[config.mk]
export PLATFORM = sky130hd
export DESIGN_NAME = dec4x16_strobe_flat
export DESIGN_NICKNAME = d
export VERILOG_FILES = /design/src/rtl/dec_pkg.sv /design/src/rtl/dec4x16_strobe_if.sv /design/src/rtl/dec4x16_comb.sv /design/src/rtl/dec4x16_strobe.sv /design/src/flat_wrapper.sv
export SDC_FILE = /design/constraint.sdc
export NUM_CORES = 1
export LEC_CHECK = 0
export CORE_AREA = 2 2 59 61
export DETAILED_ROUTE_END_ITERATION = 6
export DIE_AREA = 0 0 61 63
export PLACE_DENSITY = 0.78
export SLEW_MARGIN = 20
export SYNTH_ARGS = -nofsm -noshare
export SYNTH_HDL_FRONTEND = slang
export SYNTH_SLANG_ARGS = --single-unit
export TNS_END_PERCENT = 1
[constraint.sdc]
create_clock -name clk -period 1.7 [get_ports clk]
set_input_delay 0.34 -clock clk [delete_from_list [all_inputs] [get_ports clk]]
set_output_delay 0.34 -clock clk [all_outputs]
set_load 0.01 [all_outputs]
[src/rtl/dec_pkg.sv]
// Shared types and helpers for the dec4x16_strobe sequenced decoder.
package dec_pkg;

  localparam int IDX_W = 4;
  localparam int OUT_W = 16;

  typedef enum logic [1:0] {
    IDLE = 2'd0,
    HOLD = 2'd1,
    GAP  = 2'd2
  } state_t;

  function automatic logic [OUT_W-1:0] onehot16(input logic [IDX_W-1:0] idx);
    onehot16 = {{(OUT_W-1){1'b0}}, 1'b1} << idx;
  endfunction

endpackage

[src/rtl/dec4x16_strobe_if.sv]
// Command handshake for dec4x16_strobe: producer is master, decoder is slave.
interface dec4x16_strobe_if
  import dec_pkg::*;
#(
  parameter int HOLD_W = 8
) ();

  logic              in_valid;
  logic              in_ready;
  logic [IDX_W-1:0]  in_idx;
  logic [HOLD_W-1:0] in_hold;
  logic              in_sweep;

  modport master (
    output in_valid,
    output in_idx,
    output in_hold,
    output in_sweep,
    input  in_ready
  );

  modport slave (
    input  in_valid,
    input  in_idx,
    input  in_hold,
    input  in_sweep,
    output in_ready
  );

endinterface

[src/rtl/dec4x16_comb.sv]
// Pure 4-to-16 one-hot decoder; the caller registers the result.
module dec4x16_comb
  import dec_pkg::*;
(
  input  logic [IDX_W-1:0] idx,
  output logic [OUT_W-1:0] dec
);

  // one-hot expansion of the selected line
  always_comb begin
    dec = onehot16(idx);
  end

endmodule

[src/rtl/dec4x16_strobe.sv]
// Sequenced 4-to-16 decoder: holds one line of y high for N cycles, then a fixed idle gap.
// Optional walking sweep toward line 15 is built only when SWEEP_EN is defined.
module dec4x16_strobe
  import dec_pkg::*;
#(
  parameter int HOLD_W  = 8,
  parameter int GAP_CYC = 1
) (
  input  logic             clk,
  input  logic             rst,
  dec4x16_strobe_if.slave  cmd,
  output logic [OUT_W-1:0] y,
  output logic             busy,
  output logic             done
);

  localparam int                GAP_W    = (GAP_CYC < 1) ? 1 : $clog2(GAP_CYC + 1);
  localparam logic [GAP_W-1:0]  GAP_LOAD = GAP_W'(GAP_CYC);
  localparam logic [GAP_W-1:0]  GAP_ONE  = GAP_W'(1);
  localparam logic [HOLD_W-1:0] HOLD_ONE = HOLD_W'(1);
  localparam logic [IDX_W-1:0]  IDX_LAST = IDX_W'(OUT_W - 1);

  state_t            state_r;
  state_t            state_nx_s;
  logic [HOLD_W-1:0] hold_cnt_r;
  logic [HOLD_W-1:0] hold_cnt_nx_s;
  logic [HOLD_W-1:0] hold_load_s;
  logic [GAP_W-1:0]  gap_cnt_r;
  logic [GAP_W-1:0]  gap_cnt_nx_s;
  logic [IDX_W-1:0]  idx_r;
  logic [IDX_W-1:0]  idx_nx_s;
  logic [IDX_W-1:0]  idx_inc_s;
  logic              advance_s;
  logic              accept_s;
  logic [OUT_W-1:0]  dec_s;
  logic [OUT_W-1:0]  y_r;
  logic [OUT_W-1:0]  y_nx_s;
  logic              done_r;
  logic              done_nx_s;
  logic              busy_r;
  logic              busy_nx_s;
  logic              ready_r;
  logic              ready_nx_s;

`ifdef SWEEP_EN
  logic              sweep_r;
  logic              sweep_nx_s;
  logic [HOLD_W-1:0] hold_n_r;
  logic [HOLD_W-1:0] hold_n_nx_s;

  // a sweep walks upward and stops at the last line
  assign advance_s = sweep_r && (idx_r != IDX_LAST);
  assign idx_inc_s = idx_r + IDX_W'(1);
`else
  logic              sweep_unused_s;

  assign sweep_unused_s = cmd.in_sweep;
  assign advance_s      = 1'b0;
  assign idx_inc_s      = idx_r;
`endif

  assign accept_s    = cmd.in_valid && ready_r;
  assign hold_load_s = (cmd.in_hold == '0) ? HOLD_ONE : cmd.in_hold;

  // next-state, counter and command-latch logic
  always_comb begin
    state_nx_s    = state_r;
    hold_cnt_nx_s = hold_cnt_r;
    gap_cnt_nx_s  = gap_cnt_r;
    idx_nx_s      = idx_r;
    done_nx_s     = 1'b0;
`ifdef SWEEP_EN
    sweep_nx_s    = sweep_r;
    hold_n_nx_s   = hold_n_r;
`endif
    case (state_r)
      IDLE: begin
        if (accept_s) begin
          state_nx_s    = HOLD;
          idx_nx_s      = cmd.in_idx;
          hold_cnt_nx_s = hold_load_s;
`ifdef SWEEP_EN
          sweep_nx_s    = cmd.in_sweep;
          hold_n_nx_s   = hold_load_s;
`endif
        end else begin
          state_nx_s = IDLE;
        end
      end
      HOLD: begin
        if (hold_cnt_r != HOLD_ONE) begin
          hold_cnt_nx_s = hold_cnt_r - HOLD_ONE;
        end else if (advance_s) begin
          idx_nx_s = idx_inc_s;
`ifdef SWEEP_EN
          hold_cnt_nx_s = hold_n_r;
`else
          hold_cnt_nx_s = hold_cnt_r;
`endif
        end else begin
          hold_cnt_nx_s = '0;
          done_nx_s     = 1'b1;
          if (GAP_CYC == 0) begin
            state_nx_s = IDLE;
          end else begin
            state_nx_s   = GAP;
            gap_cnt_nx_s = GAP_LOAD;
          end
        end
      end
      GAP: begin
        if (gap_cnt_r <= GAP_ONE) begin
          state_nx_s   = IDLE;
          gap_cnt_nx_s = '0;
        end else begin
          gap_cnt_nx_s = gap_cnt_r - GAP_ONE;
        end
      end
      default: begin
        state_nx_s = IDLE;
      end
    endcase
  end

  // outputs are decoded from the next state so they register alongside it
  assign ready_nx_s = (state_nx_s == IDLE);
  assign busy_nx_s  = (state_nx_s != IDLE);
  assign y_nx_s     = (state_nx_s == HOLD) ? dec_s : '0;

  dec4x16_comb u_dec (
    .idx (idx_nx_s),
    .dec (dec_s)
  );

  // state, counters and registered outputs; reset aborts any strobe at once
  always_ff @(posedge clk) begin
    if (rst) begin
      state_r    <= IDLE;
      hold_cnt_r <= '0;
      gap_cnt_r  <= '0;
      idx_r      <= '0;
      y_r        <= '0;
      done_r     <= 1'b0;
      busy_r     <= 1'b0;
      ready_r    <= 1'b0;
`ifdef SWEEP_EN
      sweep_r    <= 1'b0;
      hold_n_r   <= '0;
`endif
    end else begin
      state_r    <= state_nx_s;
      hold_cnt_r <= hold_cnt_nx_s;
      gap_cnt_r  <= gap_cnt_nx_s;
      idx_r      <= idx_nx_s;
      y_r        <= y_nx_s;
      done_r     <= done_nx_s;
      busy_r     <= busy_nx_s;
      ready_r    <= ready_nx_s;
`ifdef SWEEP_EN
      sweep_r    <= sweep_nx_s;
      hold_n_r   <= hold_n_nx_s;
`endif
    end
  end

  assign y            = y_r;
  assign busy         = busy_r;
  assign done         = done_r;
  assign cmd.in_ready = ready_r;

endmodule

[src/flat_wrapper.sv]
// flat-port wrapper written by rule: the top's interface ports become plain ports
module dec4x16_strobe_flat import dec_pkg::*;
#(
  parameter int HOLD_W  = 8,
  parameter int GAP_CYC = 1
)
  (clk, rst, y, busy, done, cmd_in_valid, cmd_in_idx, cmd_in_hold, cmd_in_sweep, cmd_in_ready);
  dec4x16_strobe_if #(.HOLD_W(HOLD_W)) cmd_i ();
  input  logic clk;
  input  logic rst;
  output logic [OUT_W-1:0] y;
  output logic busy;
  output logic done;
  input wire logic [$bits(cmd_i.in_valid)-1:0] cmd_in_valid;
  input wire logic [$bits(cmd_i.in_idx)-1:0] cmd_in_idx;
  input wire logic [$bits(cmd_i.in_hold)-1:0] cmd_in_hold;
  input wire logic [$bits(cmd_i.in_sweep)-1:0] cmd_in_sweep;
  output wire logic [$bits(cmd_i.in_ready)-1:0] cmd_in_ready;
  assign cmd_i.in_valid = cmd_in_valid;
  assign cmd_i.in_idx = cmd_in_idx;
  assign cmd_i.in_hold = cmd_in_hold;
  assign cmd_i.in_sweep = cmd_in_sweep;
  assign cmd_in_ready = cmd_i.in_ready;
  dec4x16_strobe #(.HOLD_W(HOLD_W), .GAP_CYC(GAP_CYC)) u_core (.clk(clk), .rst(rst), .cmd(cmd_i), .y(y), .busy(busy), .done(done));
endmodule
After elaboration in Yosys (flattened, before gate mapping)

Index checks and enable logic that the tools add are counted.

Divide/modulo/power cells: 0
Equal/unequal tests: 6
Multiplexer cells: 14
$lt $le $gt $ge: 1
Bitwise gates (word level): 2
Reductions and logical operators: 11
Multipliers: 0
$add $sub $neg: 2
Shift-type cells: 1

Operators with widths:

| cell                   | number |
|---|---|
| $mux W8                | 3 |
| $pmux W8 S2            | 1 |
| $shl A1 B4 Y16 const A | 1 |
| $logic_not A8 Y1       | 1 |
| $mux W4                | 2 |
| $ne A8 B1 Y1 const B   | 1 |
| $sub A8 B1 Y8 const B  | 1 |
| $pmux W2 S3            | 1 |
| $reduce_bool A2 Y1     | 3 |
| $eq A2 B1 Y1 const B   | 2 |
| $logic_not A2 Y1       | 2 |
| $mux W1                | 4 |
| $mux W2                | 2 |
| $reduce_and A2 Y1      | 2 |
| $reduce_or A2 Y1       | 2 |
| $eq A2 B2 Y1 const B   | 1 |
| $ne A2 B1 Y1 const B   | 1 |
| $ne A2 B2 Y1 const B   | 1 |
| $not A1 Y1             | 2 |
| $pmux W1 S2            | 1 |
| $le A1 B1 Y1 const B   | 1 |
| $logic_and A1 B1 Y1    | 1 |
| $sub A1 B1 Y1 const B  | 1 |

Input bits: 16
Bits in registers: 34
Memories kept: 0
Bits in latches: 0
Output and inout port bits: 19
RAM bits: 0
ROM bits: 0

Logic depth before layout (Yosys ltp)

Word-level depth: 6
Mapped depth: 7
Mapped depth without buffers: 6

Modules after synthesis

A second synthesis with hierarchy kept.

Cell total of the unflattened synthesis: 157
Area, all modules: 1544.0 sq um

By module, submodules not included:

| module         | area each (sq um) | cells an instance | instances |
|---|---|---|---|
| dec4x16_strobe | 1317.5            | 137               | 1 |
| dec4x16_comb   | 226.5             | 20                | 1 |

Worst setup path after synthesis

No wires, ideal clock.

Path type: register to register
From: reg u_core.hold_cnt_r[1]
To: reg u_core.y_r[0] (netlist: u_core.y[0])
Library setup time: 0.065 ns
Period minus slack after synthesis: 1.488 ns
Data required time: 1.635 ns
Path buffers: 0
Stages on the path, launching flop included: 7
Arrival time: 1.423 ns
Setup slack: 0.212 ns
Path through: dfxtp_1 -> inv_1 -> ha_1 -> nor3b_2 -> a2111oi_2 -> o21ai_2 -> nor2_1

Cells in the longest elaborated chain, start to end: 6

Ends and longest elaborated chain:

| item                              | line                  | text |
|---|---|---|
| start: declaration                | dec4x16_strobe.sv:25  | `logic [HOLD_W-1:0] hold_cnt_r;` |
| start signal: assignment          | dec4x16_strobe.sv:152 | `hold_cnt_r <= hold_cnt_nx_s;` |
| $ne A8 B1 Y1                      | dec4x16_strobe.sv:91  | `if (hold_cnt_r != HOLD_ONE) begin` |
| $mux W2                           | dec4x16_strobe.sv:91  |  |
| $pmux W2 S3                       | dec4x16_strobe.sv:76  | `case (state_r)` |
| $eq A2 B1 Y1                      | dec4x16_strobe.sv:128 | `assign y_nx_s = (state_nx_s == HOLD) ? dec_s : '0;` |
| $not A1 Y1 (no source line)       | --                    |  |
| $reduce_or A2 Y1 (no source line) | --                    |  |
| end signal: assignment            | dec4x16_strobe.sv:155 | `y_r <= y_nx_s;` |
| end: declaration                  | dec4x16_strobe.sv:36  | `logic [OUT_W-1:0] y_r;` |

Every way passes these cells.
A chain may end at the register's enable or synchronous reset.

Worst setup path after layout

From: in cmd_in_hold[5]
To: reg u_core.hold_cnt_r[0]

Cells in the longest elaborated chain, start to end: 4

Ends and longest elaborated chain:

| item               | line                 | text |
|---|---|---|
| start: declaration | flat_wrapper.sv:16   | `input wire logic [$bits(cmd_i.in_hold)-1:0] cmd_in_hold;` |
| $logic_not A8 Y1   | dec4x16_strobe.sv:63 | `assign hold_load_s = (cmd.in_hold == '0) ? HOLD_ONE : cmd.in_hold;` |
| $mux W8            | dec4x16_strobe.sv:63 |  |
| $mux W8            | dec4x16_strobe.sv:78 | `if (accept_s) begin` |
| $pmux W8 S2        | dec4x16_strobe.sv:76 |  |

Every way passes these cells. The select of a mux whose other input is x is not followed.

==> impl_metrics.ini <==
[finish]
n_antenna_cell = 0
drive_above_1_share = 0.232
nNetsFinal = 224
stdcell_count = 253
syn2layout_area_growth_pct = 38.7

[routing]
wirelength_mm = 3.34
avgViaCountPerCell = 5.27
drc_errors = 0
num_vias = 1334
antenna_left = 0
drt_iter0_markers = 48
dr.pass1.iters = 4
post_drt_wl_per_cell_um = 13.2

[sta]
fmax_ghz = 0.619
slew_violations = 0
finClkSkew_ps = 6.27
finalCritPeriodShare = 0.950
hold_viol_final = 0
worstMarginPinSlew_ps = 603
setup_viol = 0
grt_setup_unrepaired = false
min_period_ps = 1620
worst_slack_ps = 85.0
slew_headroom = 0.598

[logic_synthesis]
yosys_warnings = 0
syn_area_um2 = 1460
synth_edf_count = 0
seq_area_frac_synth = 0.452
synthCells = 155
synth-async-reset-ratio = 0
synth.distinct_cells = 41
synthFlopType = dfxtp_1
syn-num-nets = 173
syn_avg_cell_area_um2 = 9.42
ys_ff_latch = 33

[clock_tree]
cts_tree = built
clock-sinks = 33
numCtsBuffers = 5
clkSlewWorstSetupHoldPaths_ps = 100
cts.path.max_buffers = 2
clkLatencyLatePin_ps = 320
cts_max_level = 2
cts_root_buffer = clkbuf_4

[setup_path]
start_kind = input pin
critPathArrivalTime_ps = 1860
worst_setup_path_end_kind = register
worst_ep_required_time_ps = 1950
reg2reg_slack_ps = 110
path_max_fanout = 2
worstSetupPathType = in2reg

[grt]
grt_pass1_wl_mm = 5.68
top_usage_layer = met2
grt_max_degree = 14
grt_remaining_overflow = 0
antenna_found_initial = 0
grt_pass1_vias = 1356
grtUsageMet3 = 0.0600
use_met1 = 0.196
grt_use_met2 = 0.362
track_usage = 0.193

[floorplan]
row_count = 21
die_x_um = 61
die-area_um2 = 3840
die-height_um = 63
coreArea_um2 = 3230
initial_core_util = 0.452
io_pins = 35

[worst_hold_path]
min_path_type = reg2reg

[power]
ir_drop_mv = 0.488
leakage_uw = 0.000738
p_per_area_nw_per_um2 = 852
finalPower_uw = 1730

[status]
status = complete, no violations

[placement]
dp_cells = 243
gp_congestion = 0.847
dp_hpwl_mm = 2.61
io_buffers = 33
pre_cts_slack_ps = -264

[job]
maxCapViolations = 0
sequential cells by signal, indices dropped and copies added, names as in the netlist:
| register | flops |
|---|---|
| u_core.busy | 1 |
| u_core.state_r | 2 |
| u_core.idx_inc_s | 4 |
| u_core.cmd.in_ready | 1 |
| u_core.y | 16 |
| u_core.done | 1 |
| u_core.hold_cnt_r | 8 |
synth_stat cells, types with 2 or more instances:
master	count	share of area
a31oi_2	2	0.017
o32ai_1	2	0.012
xnor2_1	2	0.012
or2_2	2	0.0086
nand2_1	8	0.021
nor3_1	5	0.017
ha_1	2	0.017
nand2b_1	4	0.017
a22oi_1	2	0.010
nor3b_2	2	0.017
nor2_1	24	0.062
o22ai_1	3	0.013
nor4_1	4	0.017
a31oi_1	2	0.0086
o21ai_2	4	0.024
inv_1	9	0.023
buf_2	3	0.010
buf_6	3	0.023
nor4b_1	2	0.012
a211oi_1	2	0.010
a21oi_2	2	0.012
mux2i_1	2	0.014
or3_1	3	0.013
dfxtp_1	33	0.45
clkbuf_1	3	0.0077
nor3b_1	2	0.010
a21oi_1	9	0.031
report_power, final:
part           internal [µW]  switching, µW  total (µW)
Combinational            226            234         460
Clock                    157            246         403
Sequential               815           48.3         863
routing by layer:
layer	part of all wire	wire length [µm]
met1	0.38	1280
met2	0.56	1860
met3	0.058	194
met4	0.0030	10
met5	0	0
cells in the final DEF (no fill, tap or decap), types with 2 or more instances in the layout:
master / n
o32ai_1: 2
nor4_1: 4
nor4b_1: 2
or3_1: 3
clkdlybuf4s50_1: 33
nor2_1: 24
o22ai_1: 3
o21ai_2: 4
inv_1: 8
clkbuf_4: 5
mux2i_1: 2
nor3_1: 5
a211oi_1: 2
buf_4: 20
xnor2_1: 2
a31oi_2: 2
or2_2: 2
nand2b_1: 4
clkinv_2: 2
a2111oi_4: 2
a21oi_1: 9
dfxtp_1: 32
nor3b_1: 2
a31oi_1: 2
a22oi_1: 2
nand2_1: 8
cell type report:
type,instances,area [µm²]
clock buffer,6,41.3
clock inverter,2,10.0
fill,285,1210
inverter,9,33.8
multi-input combinational,104,741
sequential,33,662
tap,46,57.6
timing repair buffer,53,480
what timing repair did:
| action | in CTS | in global routing |
|---|---|---|
| pin swaps | 0 | 4 |
| gates resized for setup | 2 | 4 |
| hold buffers | 0 | 0 |
| buffers inserted | 0 | 2 |
| endpoints found under the setup margin | 8 | 6 |
worst paths after layout:
kind | startpoint | to | cells past startpoint
max | cmd_in_hold[5] | u_core.hold_cnt_r[0] | 5
min | u_core.idx_inc_s[1] | u_core.idx_inc_s[1] | 2
max reg2reg | u_core.state_r[1] | u_core.hold_cnt_r[5] | 4
min reg2reg | u_core.idx_inc_s[1] | u_core.idx_inc_s[1] | 2
per-stage QoR:
step                      hold WS, ps  setup TNS (ps)  utilization  cell area, µm²
after floorplan                   460               0            -            1460
after global placement            476           -3000        0.597            1930
after detailed placement          486           -3610        0.597            1930
after CTS                         510               0        0.619            2000
after global routing              543               0        0.627            2030
final                             510               0        0.627            2030
logic make-up (layout without fill, tap and decap cells):
| logic type | after synthesis | in the layout | synth area share |
|---|---|---|---|
| AOI/OAI and AO/OA | 35 | 35 | 0.195 |
| xor gates and xnor gates | 2 | 2 | 0.0120 |
| adders and majority gates | 2 | 2 | 0.0171 |
| buffers and inverters | 18 | 70 | 0.0643 |
| DFF | 33 | 33 | 0.452 |
| muxes | 3 | 3 | 0.0214 |
| and+or+nand+nor | 62 | 62 | 0.237 |
critical path, stage by stage:
cell and delay (ps):
clkdlybuf4s50_1 420, or4_1 540, nor4_1 190, o31ai_1 120, a221oi_2 250
(Power assumes the default switching activity.)
